`config.mk`:
```
export PLATFORM = sky130hd
export DESIGN_NAME = calc_hist
export DESIGN_NICKNAME = d
export VERILOG_FILES = /design/src/rtl/calc_hist.sv
export SDC_FILE = /design/constraint.sdc
export NUM_CORES = 1
export LEC_CHECK = 0
export BUFFER_PORTS_ARGS = -buffer_cell sky130_fd_sc_hd__buf_2
export CAP_MARGIN = 20
export CORE_MARGIN = 5
export CORE_UTILIZATION = 25
export DETAILED_ROUTE_END_ITERATION = 6
export SETUP_SLACK_MARGIN = 0.2
export SYNTH_ARGS = -nofsm -noshare
export SYNTH_HDL_FRONTEND = slang
export SYNTH_SLANG_ARGS = --single-unit
```
`constraint.sdc`:
```
create_clock -name clk -period 6.14 [get_ports clk]
set_input_delay 0.614 -clock clk [delete_from_list [all_inputs] [get_ports clk]]
set_output_delay 0.614 -clock clk [all_outputs]
set_load 0.01 [all_outputs]
```
`src/rtl/calc_hist.sv`:
```
// Button/switch accumulator calculator with overflow/zero flags and a
// DEPTH-entry undo history (circular LIFO, oldest entry dropped when full).
module calc_hist #(
  parameter int WIDTH = 16,
  parameter int DEPTH = 4,
  localparam int SHW = $clog2(WIDTH),
  localparam int CW  = $clog2(DEPTH + 1)
) (
  input  logic             clk,
  input  logic             btnu,
  input  logic             btnd,
  input  logic             btnl,
  input  logic             btnc,
  input  logic             btnr,
  input  logic             undo,
  input  logic [WIDTH-1:0] sw,
  output logic [WIDTH-1:0] led,
  output logic             ovf,
  output logic             zero,
  output logic [CW-1:0]    hist_cnt
);

  localparam int PW = $clog2(DEPTH);

  logic             btnd_q;
  logic             undo_q;
  logic             exec;
  logic             undo_p;
  logic [2:0]       op;
  logic [WIDTH-1:0] acc;
  logic [WIDTH-1:0] res;
  logic             res_ovf;
  logic [SHW-1:0]   sh;
  logic             slt;
  logic [WIDTH-1:0] hist [DEPTH];
  logic [PW-1:0]    top;
  logic [PW-1:0]    top_inc;
  logic [PW-1:0]    top_dec;

  assign exec   = btnd & ~btnd_q;
  assign undo_p = undo & ~undo_q;
  assign op     = {btnl, btnc, btnr};
  assign sh     = sw[SHW-1:0];
  assign slt    = $signed(acc) < $signed(sw);

  // top points at the next free slot; both neighbours wrap at DEPTH
  assign top_inc = (top == PW'(DEPTH - 1)) ? '0 : top + PW'(1);
  assign top_dec = (top == '0) ? PW'(DEPTH - 1) : top - PW'(1);

  always_comb begin
    res     = '0;
    res_ovf = 1'b0;
    case (op)
      3'b000: res = acc & sw;
      3'b001: res = acc | sw;
      3'b010: begin
        res     = acc + sw;
        res_ovf = (acc[WIDTH-1] == sw[WIDTH-1]) & (res[WIDTH-1] != acc[WIDTH-1]);
      end
      3'b011: begin
        res     = acc - sw;
        res_ovf = (acc[WIDTH-1] != sw[WIDTH-1]) & (res[WIDTH-1] != acc[WIDTH-1]);
      end
      3'b100: res = {{(WIDTH-1){1'b0}}, slt};
      3'b101: res = acc << sh;
      3'b110: res = WIDTH'($signed(acc) >>> sh);
      default: res = acc ^ sw;
    endcase
  end

  always_ff @(posedge clk) begin
    btnd_q <= btnd;
    undo_q <= undo;
    if (btnu) begin
      acc      <= '0;
      ovf      <= 1'b0;
      top      <= '0;
      hist_cnt <= '0;
    end else if (exec) begin
      hist[top] <= acc;
      acc       <= res;
      ovf       <= res_ovf;
      top       <= top_inc;
      if (hist_cnt != CW'(DEPTH))
        hist_cnt <= hist_cnt + CW'(1);
    end else if (undo_p && hist_cnt != '0) begin
      acc      <= hist[top_dec];
      ovf      <= 1'b0;
      top      <= top_dec;
      hist_cnt <= hist_cnt - CW'(1);
    end
  end

  assign led  = acc;
  assign zero = (acc == '0);

endmodule

```
### Word-level counts from Yosys, hierarchy flattened

Memories as Yosys holds them, arrays and structs flattened.
Cells that the tools add are included.

| cells by class | value |
|---|---|
| add/sub/neg operators | 6 |
| $lt $le $gt $ge | 1 |
| equal/unequal tests | 13 |
| shift-type cells | 2 |
| multiplexer cells | 16 |
| bitwise gates (word level) | 9 |
| reductions and logical operators | 7 |

Operators with widths:

| operator | number |
|---|---|
| one-hot mux 16 bit (7 select lines) | 1 |
| 2-to-1 mux 16 bit | 2 |
| adder 16 bit | 1 |
| bitwise AND 16 bit | 1 |
| zero test 16 bit | 1 |
| less-than comparator 16 bit | 1 |
| bitwise OR 16 bit | 1 |
| left shift 16 x 4 -> 16 bit | 1 |
| >>> shifter 16 x 4 -> 16 bit | 1 |
| subtractor 16 bit | 1 |
| XOR 16 bit | 1 |
| == test 3 bit, second input constant | 3 |
| 2-to-1 mux 3 bit | 3 |
| 2-to-1 mux 2 bit | 4 |
| == test 3 x 2 -> 1 bit, second input constant | 2 |
| 2-to-1 mux 1 bit | 5 |
| bitwise AND 1 bit | 4 |
| adder 3 x 1 -> 3 bit, second input constant | 1 |
| == test 3 x 1 -> 1 bit, second input constant | 1 |
| zero test 3 bit | 1 |
| != test 1 bit | 3 |
| != test 3 bit, second input constant | 1 |
| nonzero test 3 bit | 1 |
| subtractor 3 x 1 -> 3 bit, second input constant | 1 |
| other kinds (11) | 12 |

| word-level totals | value |
|---|---|
| register bits after elaboration | 24 |
| bits in writable memories | 64 |
| input port bits | 23 |
| output and inout bits | 21 |
| logic and storage cells | 61 |
| memories kept | 1 |

Memories:

| name | depth | bits a word | rd ports | clocked after Yosys merged registers in | wr ports | line | RTL |
|---|---|---|---|---|---|---|---|
| hist | 4 | 16 | 1 | 0 | 1 | 35 | `logic [WIDTH-1:0] hist [DEPTH];` |

### Depth between registers and ports, before layout

| depth | value |
|---|---|
| depth after elaboration | 5 |
| depth in mapped cells | 13 |
| gate-level depth less buffers | 11 |

### Worst setup path after synthesis

No wires, ideal clock.

| path | value |
|---|---|
| path kind | input-to-reg |
| start point | in sw[2] |
| end point | reg acc[10] (netlist: led[10]) |
| arrival | 3.050 ns |
| path slack | 2.964 ns |
| cell stages on the path | 13 |
| cells stage by stage | buf_2 > inv_1 > buf_2 > buf_2 > ha_1 > buf_2 > nor2b_1 > o31ai_2 > a21oi_1 > or3_1 > a211oi_1 > a211o_1 > o211ai_1 |

| between the ends | value |
|---|---|
| word-level cells in the longest chain between the ends | 3 |
| elaborated cells between the ends (all ways) | 6 |
| those cells by class | 2 x add/sub; 2 x shift; 2 x mux |

Ends and longest elaborated chain:

| item | line | RTL |
|---|---|---|
| from (decl) | 16 | `input logic [WIDTH-1:0] sw,` |
| subtractor 16 bit, or another cell as far along | 61 | `res = acc - sw;` |
| one-hot mux 16 bit (7 select lines) * | 53 | `case (op)` |
| 2-to-1 mux 16 bit * | 79 | `end else if (exec) begin` |
| to (signal assigned) | 81 | `acc <= res;` |
| to (signal assigned) | 87 | `acc <= hist[top_dec];` |
| to (decl) | 30 | `logic [WIDTH-1:0] acc;` |

Every way passes the cells marked *; elsewhere a longest branch is shown, timed or not.
A chain may end at the register's enable or synchronous reset.

### Final worst setup path

| path | value |
|---|---|
| start point | in sw[2] |
| end point | reg acc[13] (netlist: led[13]) |

The elaborated chain is that of the path after synthesis.

==> flow_summary.toml <==
[route]
totalWireLength_um = 26600
wl_per_cell_um = 22.2
first_iter_violations = 710
ant_nets = 0
drc = 0
viasPerCell = 5.53
vias = 6637
firstDrtPassIters = 5

[setup_path]
max_stage_delay_ns = 0.65
r2r_setup_slack_ns = 2.57
worst_r2r_path_depth = 9
start_kind = "input pin"
worstReg2RegStart = "led[6]"
cp-startpoint = "sw[2]"
crit_type = "in -> reg"
end_kind = "flop"
crit_required_ns = 6.36
reg2reg_to = "ovf"
crit_chain = "buf_2 -> inv_1 -> ha_1 -> o211ai_1 -> o21ai_0 -> a211oi_1 -> or4_1 -> and3b_1 -> a22oi_1 -> o211ai_1"
slowest_stage = "ha_1"
cp_max_fo = 29
crit_end = "led[13]"
cpMostUsedCell = "o211ai_1"
cp.arrival_ns = 4.05

[timing]
rsz0062_at_grt = "no"
slew_headroom_pct = 31.7
fin_crit_sh_pct = 62.4
finClkSkew_ns = 0.0107
hold_viol_final = 0
setup_viol = 0
final-max-slew-violation-count = 0
worst_pin_slew_ns = 1.02
fin_tns_setup_ns = 0
post-route-min-period_ns = 3.83
maxClockFrequency_mhz = 261

[synthesis]
ys_ff_latch = 88
syn_nets = 883
ys_top_cells_by_area = "edfxtp_1 (25%), ha_1 (9.8%), mux4_2 (9.7%)"
synthFlopType = "edfxtp_1"
synth-seq-area-share_pct = 31.4
synthDistinctLibCells = 81
synth.top_cell.area_share_pct = 25.2
syn_area_um2 = 7640
synth_edf_count = 64
netlist_instances = 797
synth.largest_area_cell = "edfxtp_1"
postSynthAreaPerCell_um2 = 9.59
synth_most_common_cell = "nor2_1"
synthTopCellsByCount = "nor2_1 (70), edfxtp_1 (64), ha_1 (60)"
ys_async_sr_fraction_pct = 0
yosys_warnings = 0

[global_routing]
grt_max_degree = 48
grt_pass1_wl_um = 40300
track_usage_pct = 15.4
grt_pass1_vias = 6235
antenna_found_initial = 0
globalRouteOverflowTotal = 0

[die]
core_area_um2 = 30300
die_x_um = 185
start_util_pct = 25.2
io_pins = 44
die_area_um2 = 34200
placementRows = 64
die_h_um = 185

[power]
ir_drop_uv = 104
finalPower_uw = 1940
cellPowerDensity_nw_per_um2 = 229
leakagePower_uw = 0.00319

[clocking]
cts_setup_buffers = 0
cts.path.max_buffers = 2
cts_root_buf = "clkbuf_16"
cts_buffers = 9
cts_tree = "yes"
clkSlewWorstSetupHoldPaths_ns = 0.07
post_cts_resized = 0
hold_buffers = 0
clk_latency_ns = 0.35
cts-htree-levels = 3
cts_num_sinks = 88

[layout]
area_growth_syn_to_layout_pct = 10.5
fillCellCount = 3147
fin_cells = 1200
diodes = 0
fin_nets = 885
drive_gt1_share_pct = 16.8
fin_area_um2 = 8440

[run]
drv_cap = 0

[placement]
placed_area_um2 = 8150
dp.cells = 1184
io_buffer_count = 43
hpwl_um = 19100
gp_congestion = 1.01

[hold_path]
hp-class = "in -> reg"

[outcome]
status = "complete, no violations"
registers in the layout, indices dropped and copies added (netlist names):
| signal | cells |
|---|---|
| hist | 64 |
| led | 16 |
| hist_cnt | 3 |
| top | 2 |
| btnd_q | 1 |
| ovf | 1 |
| undo_q | 1 |
layer usage:
layer | global-route usage, % | up-vias | wire, um
met4 | 4.96 | 0 | 833
met1 | 22.1 | 3297 | 12000
met5 | 0 | - | 0
li1 | - | 2995 | -
met2 | 23.8 | 293 | 11900
met3 | 2.30 | 52 | 1900
metrics by stage:
stage | util (%) | setup slack, ns | hold WS [ns]
after floorplan | - | 2.96 | 0.454
after global placement | 26.8 | 2.11 | 0.475
after detailed placement | 26.8 | 2.01 | 0.484
after CTS | 27.8 | 2.37 | 0.367
after global routing | 27.8 | 2.06 | 0.375
final | 27.8 | 2.31 | 0.377
layout by cell type, fill, tap and decap left out, types with 10 or more instances in the layout:
master	synthesis	routed
nor2_1	70	70
edfxtp_1	64	64
ha_1	60	60
nand2_1	56	56
inv_1	50	50
o21ai_0	43	43
a21oi_1	43	43
buf_2	17	43
mux4_2	33	33
nor3_1	31	31
mux2i_1	26	26
dfxtp_1	24	24
o22ai_1	13	13
buf_4	4	13
a211oi_1	12	12
nor2b_1	10	10
worst max-delay path, delay by kind of cell:
kind | cells | cell delay [ns]
AO/OA/AOI/OAI | 5 | 1.02
adder cells (fa/ha/maj) | 1 | 0.65
buffers and inverters | 2 | 1.01
AND/OR/NAND/NOR | 2 | 0.73
cell families (layout without fill, tap and decap cells):
kind of cell / count (synthesis) / after routing / share of synthesized area, %
DFF: 88 / 88 / 31.4
AOI/OAI and AO/OA: 219 / 219 / 20.2
and+or+nand+nor: 226 / 226 / 14.1
muxes: 73 / 73 / 15.7
buffers and inverters: 115 / 122 / 6.42
xor gates and xnor gates: 13 / 13 / 1.49
adders and majority gates: 63 / 63 / 10.6
area by class of cell:
type,instances,area (um2),share of cell area [%]
multi-input cells,594,4750,56.2
flip-flops and latches,88,2400,28.5
well taps,396,495,5.87
repair buffers,56,313,3.71
clock buffers,9,225,2.67
inverters,50,188,2.22
clock inverters,7,70.1,0.830
power breakdown:
group / total [uW] / internal (uW) / switching, uW
clock network: 554 / 287 / 266
logic: 654 / 254 / 401
registers: 729 / 672 / 57.1
worst min-delay path by stage:
stage / end / startpoint / cells after the start / slack [ns]
after floorplan: top[0] / top[0] / 1 / 0.45
after global placement: top[0] / top[0] / 1 / 0.48
after detailed placement: top[0] / top[0] / 1 / 0.48
after CTS: btnd_q / btnd / 1 / 0.37
after global routing: btnd_q / btnd / 1 / 0.37
final: btnd_q / btnd / 1 / 0.38
No activity file was read; power rests on OpenSTA's default activity.
